`config.mk`:
```
export PLATFORM = sky130hd
export DESIGN_NAME = pattern_scan_controller
export DESIGN_NICKNAME = d
export VERILOG_FILES = /design/src/rtl/pattern_scan_pkg.sv /design/src/rtl/pattern_scan_controller_sat_counter.sv /design/src/rtl/pattern_scan_controller.sv
export SDC_FILE = /design/constraint.sdc
export NUM_CORES = 1
export LEC_CHECK = 0
export ABC_AREA = 1
export CORE_ASPECT_RATIO = 0.8
export CORE_MARGIN = 10
export CORE_UTILIZATION = 46
export CTS_CLUSTER_SIZE = 16
export DETAILED_ROUTE_END_ITERATION = 12
export PLACE_DENSITY = 0.8
export SLEW_MARGIN = 15
export SYNTH_ARGS = -nofsm -noshare
export SYNTH_HDL_FRONTEND = slang
export SYNTH_SLANG_ARGS = --single-unit
```
`constraint.sdc`:
```
create_clock -name clock -period 2.7 [get_ports clock]
set_clock_uncertainty 0.1 [all_clocks]
set_input_delay 0.27 -clock clock [delete_from_list [all_inputs] [get_ports clock]]
set_output_delay 0.27 -clock clock [all_outputs]
set_load 0.01 [all_outputs]
```
`src/rtl/pattern_scan_pkg.sv`:
```
// Shared definitions for the pattern scan controller: FSM encoding,
// cross-scan mask depth and detector flag positions.
package pattern_scan_pkg;

    typedef enum logic [1:0] {
        S_IDLE  = 2'd0,
        S_SHIFT = 2'd1,
        S_DONE  = 2'd2
    } state_e;

    // The detector only has a full three-bit window from scan index 2 on.
    localparam int SCAN_MASK = 2;

    localparam int DET_101 = 1;
    localparam int DET_010 = 0;

endpackage

```
`src/rtl/pattern_scan_controller_sat_counter.sv`:
```
// Saturating up-counter with synchronous clear; holds at its maximum
// instead of wrapping.
module sat_counter #(
    parameter int CNT_W = 4
) (
    input  logic             clock,
    input  logic             reset_n,
    input  logic             clr,
    input  logic             inc,
    output logic [CNT_W-1:0] q
);

    localparam logic [CNT_W-1:0] MAX_VAL = '1;

    logic [CNT_W-1:0] cnt_q;

    always_ff @(posedge clock or negedge reset_n) begin
        if (!reset_n) begin
            cnt_q <= '0;
        end else if (clr) begin
            cnt_q <= '0;
        end else if (inc && (cnt_q != MAX_VAL)) begin
            cnt_q <= cnt_q + 1'b1;
        end
    end

    assign q = cnt_q;

endmodule

```
`src/rtl/pattern_scan_controller.sv`:
```
// Serialises a parallel word MSB-first into an external 101/010 detector and
// counts its flags. Define PATTERN_SCAN_HITMAP_EN to build the hit_map register.
module pattern_scan_controller
    import pattern_scan_pkg::*;
#(
    parameter int WIDTH = 9,
    parameter int CNT_W = 4
) (
    input  logic             clock,
    input  logic             reset_n,
    input  logic             start,
    input  logic [WIDTH-1:0] data_in,
    output logic             bit_out,
    input  logic [1:0]       det_in,
    output logic             busy,
    output logic             done,
    output logic [CNT_W-1:0] cnt_101,
    output logic [CNT_W-1:0] cnt_010,
    output logic [WIDTH-1:0] hit_map
);

    localparam int IDX_W = $clog2(WIDTH);
    localparam logic [IDX_W-1:0] LAST_IDX = IDX_W'(WIDTH - 1);
    localparam logic [IDX_W-1:0] LIVE_IDX = IDX_W'(SCAN_MASK);

    state_e           state_q, state_d;
    logic [IDX_W-1:0] idx_q, idx_d;
    logic [WIDTH-1:0] shift_q, shift_d;
    logic             clr;
    logic             inc_101;
    logic             inc_010;

    always_ff @(posedge clock or negedge reset_n) begin
        if (!reset_n) begin
            state_q <= S_IDLE;
            idx_q   <= '0;
            shift_q <= '0;
        end else begin
            state_q <= state_d;
            idx_q   <= idx_d;
            shift_q <= shift_d;
        end
    end

    always_comb begin
        state_d = state_q;
        idx_d   = idx_q;
        shift_d = shift_q;
        clr     = 1'b0;
        inc_101 = 1'b0;
        inc_010 = 1'b0;
        case (state_q)
            S_IDLE, S_DONE: begin
                if (start) begin
                    state_d = S_SHIFT;
                    shift_d = data_in;
                    idx_d   = '0;
                    clr     = 1'b1;
                end
            end
            S_SHIFT: begin
                shift_d = shift_q << 1;
                // Flags at the first indices reflect history from the previous scan.
                if (idx_q >= LIVE_IDX) begin
                    inc_101 = det_in[DET_101];
                    inc_010 = det_in[DET_010];
                end
                if (idx_q == LAST_IDX) begin
                    state_d = S_DONE;
                end else begin
                    idx_d = idx_q + 1'b1;
                end
            end
            default: begin
                state_d = S_IDLE;
            end
        endcase
    end

    assign busy    = (state_q == S_SHIFT);
    assign done    = (state_q == S_DONE);
    assign bit_out = busy & shift_q[WIDTH-1];

    sat_counter #(.CNT_W(CNT_W)) u_cnt_101 (
        .clock   (clock),
        .reset_n (reset_n),
        .clr     (clr),
        .inc     (inc_101),
        .q       (cnt_101)
    );

    sat_counter #(.CNT_W(CNT_W)) u_cnt_010 (
        .clock   (clock),
        .reset_n (reset_n),
        .clr     (clr),
        .inc     (inc_010),
        .q       (cnt_010)
    );

`ifdef PATTERN_SCAN_HITMAP_EN
    logic [WIDTH-1:0] hit_q;

    always_ff @(posedge clock or negedge reset_n) begin
        if (!reset_n) begin
            hit_q <= '0;
        end else if (clr) begin
            hit_q <= '0;
        end else if (inc_101) begin
            hit_q[idx_q] <= 1'b1;
        end
    end

    assign hit_map = hit_q;
`else
    assign hit_map = '0;
`endif

endmodule

```
==> run summary, run 1 <==
Slew Viols, Final: 0
share of layout cells above drive strength 1: 9.375%
Synth Register Bits: 23
Syn Area/Cell: 8.039 µm²
drt total wl: 2918 µm
Ports: 34
initial antenna violation count: 0
H-tree lvl count: 1
DRT antenna net count: 0
layout overhead on the synthesized area: 20.78%
final hold vios: 0
Worst Setup Path Type: flop to primary output
drt drc: 0
WP data required: 2.33 ns
Pwr Density: 1070 mW/mm²
synthesized netlist cell count: 167
Final WS setup: 0.6982 ns
# rows: 17
mapped cell area: 0.001343 mm²
Detailed Place HPWL: 2260 µm
data arrival time of the critical path: 1.63 ns
crit path capture type: primary output
CTS buffer count: 3
vias after detailed routing: 1137
GPL Wtd Cong: 0.8736
Initial DRT Pass Iterations: 5
vias in the first global route: 1068
Fmax achieved: 499.5 MHz
synth unique cells: 22
peak supply drop: 0.7034 mV
CTS Root Cell: clkbuf_8
I/O Buffers: 24
largest net degree at the start of global routing: 24
DIE HEIGHT: 68.32 µm
RSZ-0062 raised after global routing: false
CTS tree: yes
min cycle time layout: 2.002 ns
first-pass GRT wire length: 4864 µm
max-cap viol count: 0
Worst-Skew Late Latency: 0.26 ns
yosys warns: 0
post-layout util: 58.19%
Layout fillers: 244
postcts setup bufs: 0
# diodes: 0
status: finished clean
Hold-fix buffers, CTS: 0
clk slew on worst S/H paths: 0.08 ns
HP Class: input pin to async pin
Die X: 80.40 µm
Vias/cell: 4.943
GRT Resource Usage Total: 11.05%
DP Area: 0.001577 mm²
starting density of the core: 48.18%
wire per inst: 12.69 µm
CP startpoint kind: flop
Leak: 0.7939 nW
post-route cell area: 0.001622 mm²
Clock Sinks: 23
# resized after CTS: 0
pre-CTS worst setup slack: 0.9938 ns
CTS Buffer Depth: 2
grt total ovfl: 0
Starting DRT DRC Count: 74
Tcrit/Tclk final: 74.14%
post-layout net count: 212
CP max FO: 22
sequential fraction of the synthesis area: 42.87%
Core ar.: 0.002786 mm²
Die ar.: 0.005493 mm²
# setup viols final: 0
setup TNS: 0 ns
[path summary, 6_finish.rpt]
kind / from / endpoint / slack, ns / depth (start not counted)
max: state_q[0] / busy / 0.70 / 4
max in group asynchronous: reset_n / u_cnt_101.q[3] / 2.02 / 2
min in group clock: shift_q[5] / shift_q[5] / 0.43 / 2
min reg2reg: shift_q[5] / shift_q[5] / 0.43 / 2
max reg2reg: idx_q[0] / idx_q[2] / 1.13 / 9
min: reset_n / shift_q[4] / 0.25 / 2
[critical path: stages (launching register included)]
cell,delay [ns]
dfrtp_1,0.41
inv_2,0.06
nor2_2,0.07
buf_4,0.24
clkdlybuf4s50_1,0.58
[per-stage QoR]
step	hold WS, ns	instances	power, W
after global placement	0.4003	226	0.001482
after CTS	0.2586	230	0.001747
after floorplan	-0.1256	175	0.001249
after global routing	0.2819	230	0.001906
after detailed placement	0.4063	226	0.001533
final	0.2521	230	0.001736
[synth_stat cells, drive strengths merged]
library cell | number | area [µm²]
dfrtp | 23 | 575.6
conb | 1 | 3.750
o211ai | 8 | 60.06
nor2 | 10 | 45.05
o31ai | 1 | 7.510
buf | 13 | 98.84
ha | 5 | 62.56
or2 | 2 | 12.51
nand4 | 5 | 31.28
inv | 22 | 82.58
nand2 | 41 | 168.9
a21oi | 4 | 20.02
xor2 | 1 | 8.760
nand3 | 19 | 105.1
o21ai | 12 | 60.06
[registers in the layout, summed over array words and instances (netlist names)]
| signal | flops |
|---|---|
| shift_q | 9 |
| u_cnt_101.q | 4 |
| u_cnt_010.q | 4 |
| state_q | 2 |
| idx_q | 4 |
[routing by layer]
metal	GRT usage [%]	wire length, µm
met2	18.45	1447
met4	2.632	19
met3	4.188	193
met1	13.23	1257
met5	0	0
[cells in the final DEF (no fill, tap or decap)]
cell / instances
a21oi_1: 4
buf_4: 2
clkbuf_1: 1
clkbuf_8: 3
clkdlybuf4s50_1: 24
conb_1: 9
dfrtp_1: 23
ha_1: 5
inv_1: 20
inv_2: 2
nand2_1: 37
nand2_2: 3
nand2_4: 1
nand3_1: 17
nand3_2: 2
nand4_1: 5
nor2_1: 7
nor2_2: 3
o211ai_1: 8
o21ai_1: 12
o31ai_1: 1
or2_2: 2
xor2_1: 1
[cells by family after synthesis]
| kind of cell | Yosys count | share of synthesized area, % |
|---|---|---|
| other | 1 | 0.2793 |
| XOR/XNOR | 1 | 0.6525 |
| adder cells (fa/ha/maj) | 5 | 4.660 |
| AND/OR/NAND/NOR | 77 | 27.03 |
| AO/OA/AOI/OAI | 25 | 11.00 |
| buffers and inverters | 35 | 13.51 |
| flip-flops | 23 | 42.87 |
[cell type report]
type | instances | area, µm² | area share, %
Tap cell | 38 | 47.55 | 2.932
Multi-Input combinational cell | 117 | 615.6 | 37.96
Inverter | 22 | 82.58 | 5.093
Sequential cell | 23 | 575.6 | 35.49
Clock buffer | 4 | 45.04 | 2.778
Timing Repair Buffer | 26 | 255.2 | 15.74
[report_power, final]
| group | total [W] | internal, W | switching, W | leakage (nW) |
|---|---|---|---|---|
| registers | 0.000633 | 0.000497 | 0.000136 | 0.289 |
| logic | 0.000891 | 0.000385 | 0.000506 | 0.483 |
| clock network | 0.000212 | 0.000105 | 0.000106 | 0.0228 |
Note: power is estimated with default switching activity, not from simulation.
==> run 2: changes to the inputs <==
clock period = 2.1 ns   (was 2.7 ns; I/O delays follow)
==> run summary, run 2 (same netlist as run 1, synthesis figures left out) <==
Reg-to-Reg Start: idx_q[0]
Vias/cell: 4.800 (-2.9%)
DRT antenna net count: 0 (unchanged)
drt drc: 0 (unchanged)
Post-Layout Cell Count: 230 (unchanged)
largest register by flop count: shift_q
vias after detailed routing: 1104 (-2.9%)
Combinational Power Share: 51.4% (about the same)
postcts setup bufs: 0 (unchanged)
vias in the first global route: 1033 (-3.3%)
DIE HEIGHT: 68.32 µm (unchanged)
Tcrit/Tclk final: 87.91%
starting density of the core: 48.18% (unchanged)
CTS buffer count: 3 (unchanged)
# resized after CTS: 0 (unchanged)
grt total ovfl: 0 (unchanged)
Switching Share: 43.17% (about the same)
peak supply drop: 0.5447 mV (-23%)
crit path capture type: primary output
I/O Buffers: 24 (unchanged)
Detailed Place HPWL: 2245 µm (-0.67%)
CTS Buffer Depth: 2 (unchanged)
sequential power share: 36.8% (+0.3 points)
net switching power: 0.0009612 W (+28%)
Worst-Skew Late Latency: 0.26 ns (about the same)
max-cap viol count: 0 (unchanged)
HP Class: input pin to async pin
initial antenna violation count: 0 (unchanged)
min cycle time layout: 1.846 ns
max reg flops: 9 (unchanged)
first-pass GRT wire length: 4664 µm (-4.1%)
RSZ-0062 raised after global routing: false
WP data required: 1.79 ns (-0.54 ns)
data arrival time of the critical path: 1.54 ns (-0.09 ns)
Die ar.: 0.005493 mm² (unchanged)
Ports: 34 (unchanged)
setup TNS: 0 ns (unchanged)
Slew Viols, Final: 0 (unchanged)
final hold vios: 0 (unchanged)
sequential cell area: 575.6 µm² (unchanged)
# diodes: 0 (unchanged)
leading cell types in the layout, fill and taps excluded: 37 x nand2_1, 24 x clkdlybuf4s50_1, 23 x dfrtp_1, 20 x inv_1, 17 x nand3_1
CTS Root Cell: clkbuf_8
CTS tree: yes
Clk pwr share: 11.8% (-0.4 points)
footprint of the multi-input gates: 615.6 µm² (unchanged)
post-layout util: 58.24% (about the same)
H-tree lvl count: 1 (unchanged)
CP startpoint kind: flop
Layout fillers: 246 (+0.82%)
status: finished clean
Crit. Startpoint: state_q[1]
# setup viols final: 0 (unchanged)
Hold-fix buffers, CTS: 0 (unchanged)
Clock Sinks: 23 (unchanged)
Fmax achieved: 541.7 MHz
Pwr Density: 1372 mW/mm² (+28%)
placed cell count: 226 (unchanged)
post-layout net count: 212 (unchanged)
Leak: 0.7966 nW (+0.34%)
GRT Resource Usage Total: 10.70% (-0.36 points)
Worst Setup Path Type: flop to primary output
# rows: 17 (unchanged)
clk slew on worst S/H paths: 0.08 ns (about the same)
GPL Wtd Cong: 0.8676 (-0.69%)
share of layout cells above drive strength 1: 9.896% (+0.52 points)
wire per inst: 12.57 µm (-0.93%)
Die X: 80.40 µm (unchanged)
path depth of the worst reg2reg path: 9 (unchanged)
Starting DRT DRC Count: 48 (-35%)
layout overhead on the synthesized area: 20.88% (about the same)
Pwr Total: 0.002227 W (+28%)
Initial DRT Pass Iterations: 4 (-1)
largest net degree at the start of global routing: 24 (unchanged)
Core ar.: 0.002786 mm² (unchanged)
drt total wl: 2891 µm (-0.93%)
Int Pwr: 0.001265 W (+28%)
most common library cell in the layout ignoring fill and taps: nand2_1
CP max FO: 4 (-82%)
[run 2: metal layers]
| layer | vias to the layer above | GRT usage (%) | part of all wire [%] |
|---|---|---|---|
| li1 | 573 | - | - |
| met2 | 28 | 17.66 | 49 |
| met3 | 2 | 4.058 | 7.1 |
| met4 | 0 | 2.632 | 0.55 |
| met5 | - | 0 | 0 |
| met1 | 501 | 12.92 | 44 |
[run 2: path summary, 6_finish.rpt]
kind                                       end  slack [ns]
worst max-delay path                   bit_out        0.25
worst min-delay path                shift_q[4]        0.19
worst max register to register        idx_q[2]        0.56
worst min register to register      shift_q[6]        0.42
max in group asynchronous       u_cnt_101.q[1]        1.47
min in group clock                  shift_q[0]        0.42
[run 2: power by group through the flow]
stage / combinational (W) / clock [W] / sequential (W)
floorplan: 0.000792 / 0 / 0.000813
global placement: 0.00110 / 0 / 0.000807
detailed placement: 0.00115 / 0 / 0.000826
CTS: 0.00116 / 0.000275 / 0.000816
global route: 0.00131 / 0.000291 / 0.000848
finish: 0.00114 / 0.000264 / 0.000819
[run 2: area by class of cell]
type,instances,area share (%)
Clock buffer,3,2.544
Clock inverter,1,0.3084
Inverter,22,5.089
Multi-Input combinational cell,117,37.93
Sequential cell,23,35.47
Tap cell,38,2.930
Timing Repair Buffer,26,15.73
[run 2: worst max-delay path: stages, from the launching register on]
cell and delay (ns):
dfrtp_1 0.40, inv_1 0.11, nand2_2 0.12, nor2_1 0.11, clkdlybuf4s50_1 0.54
[run 2: per-stage QoR]
stage | instance area [µm²] | hold slack [ns] | worst slack, ns
3_5_place_dp | 1577 | 0.4089 | 0.4549
5_1_grt | 1623 | 0.2276 | 0.1735
6_report | 1623 | 0.1878 | 0.2538
2_1_floorplan | 1373 | -0.1856 | 0.7673
3_3_place_gp | 1577 | 0.3964 | 0.5220
4_1_cts | 1623 | 0.1905 | 0.2345
==> run 3: changes to the inputs <==
TNS_END_PERCENT = 100   (was unset)
==> results of run 3 <==
No change in the layout: final DEF, timing and power equal those of run 2.
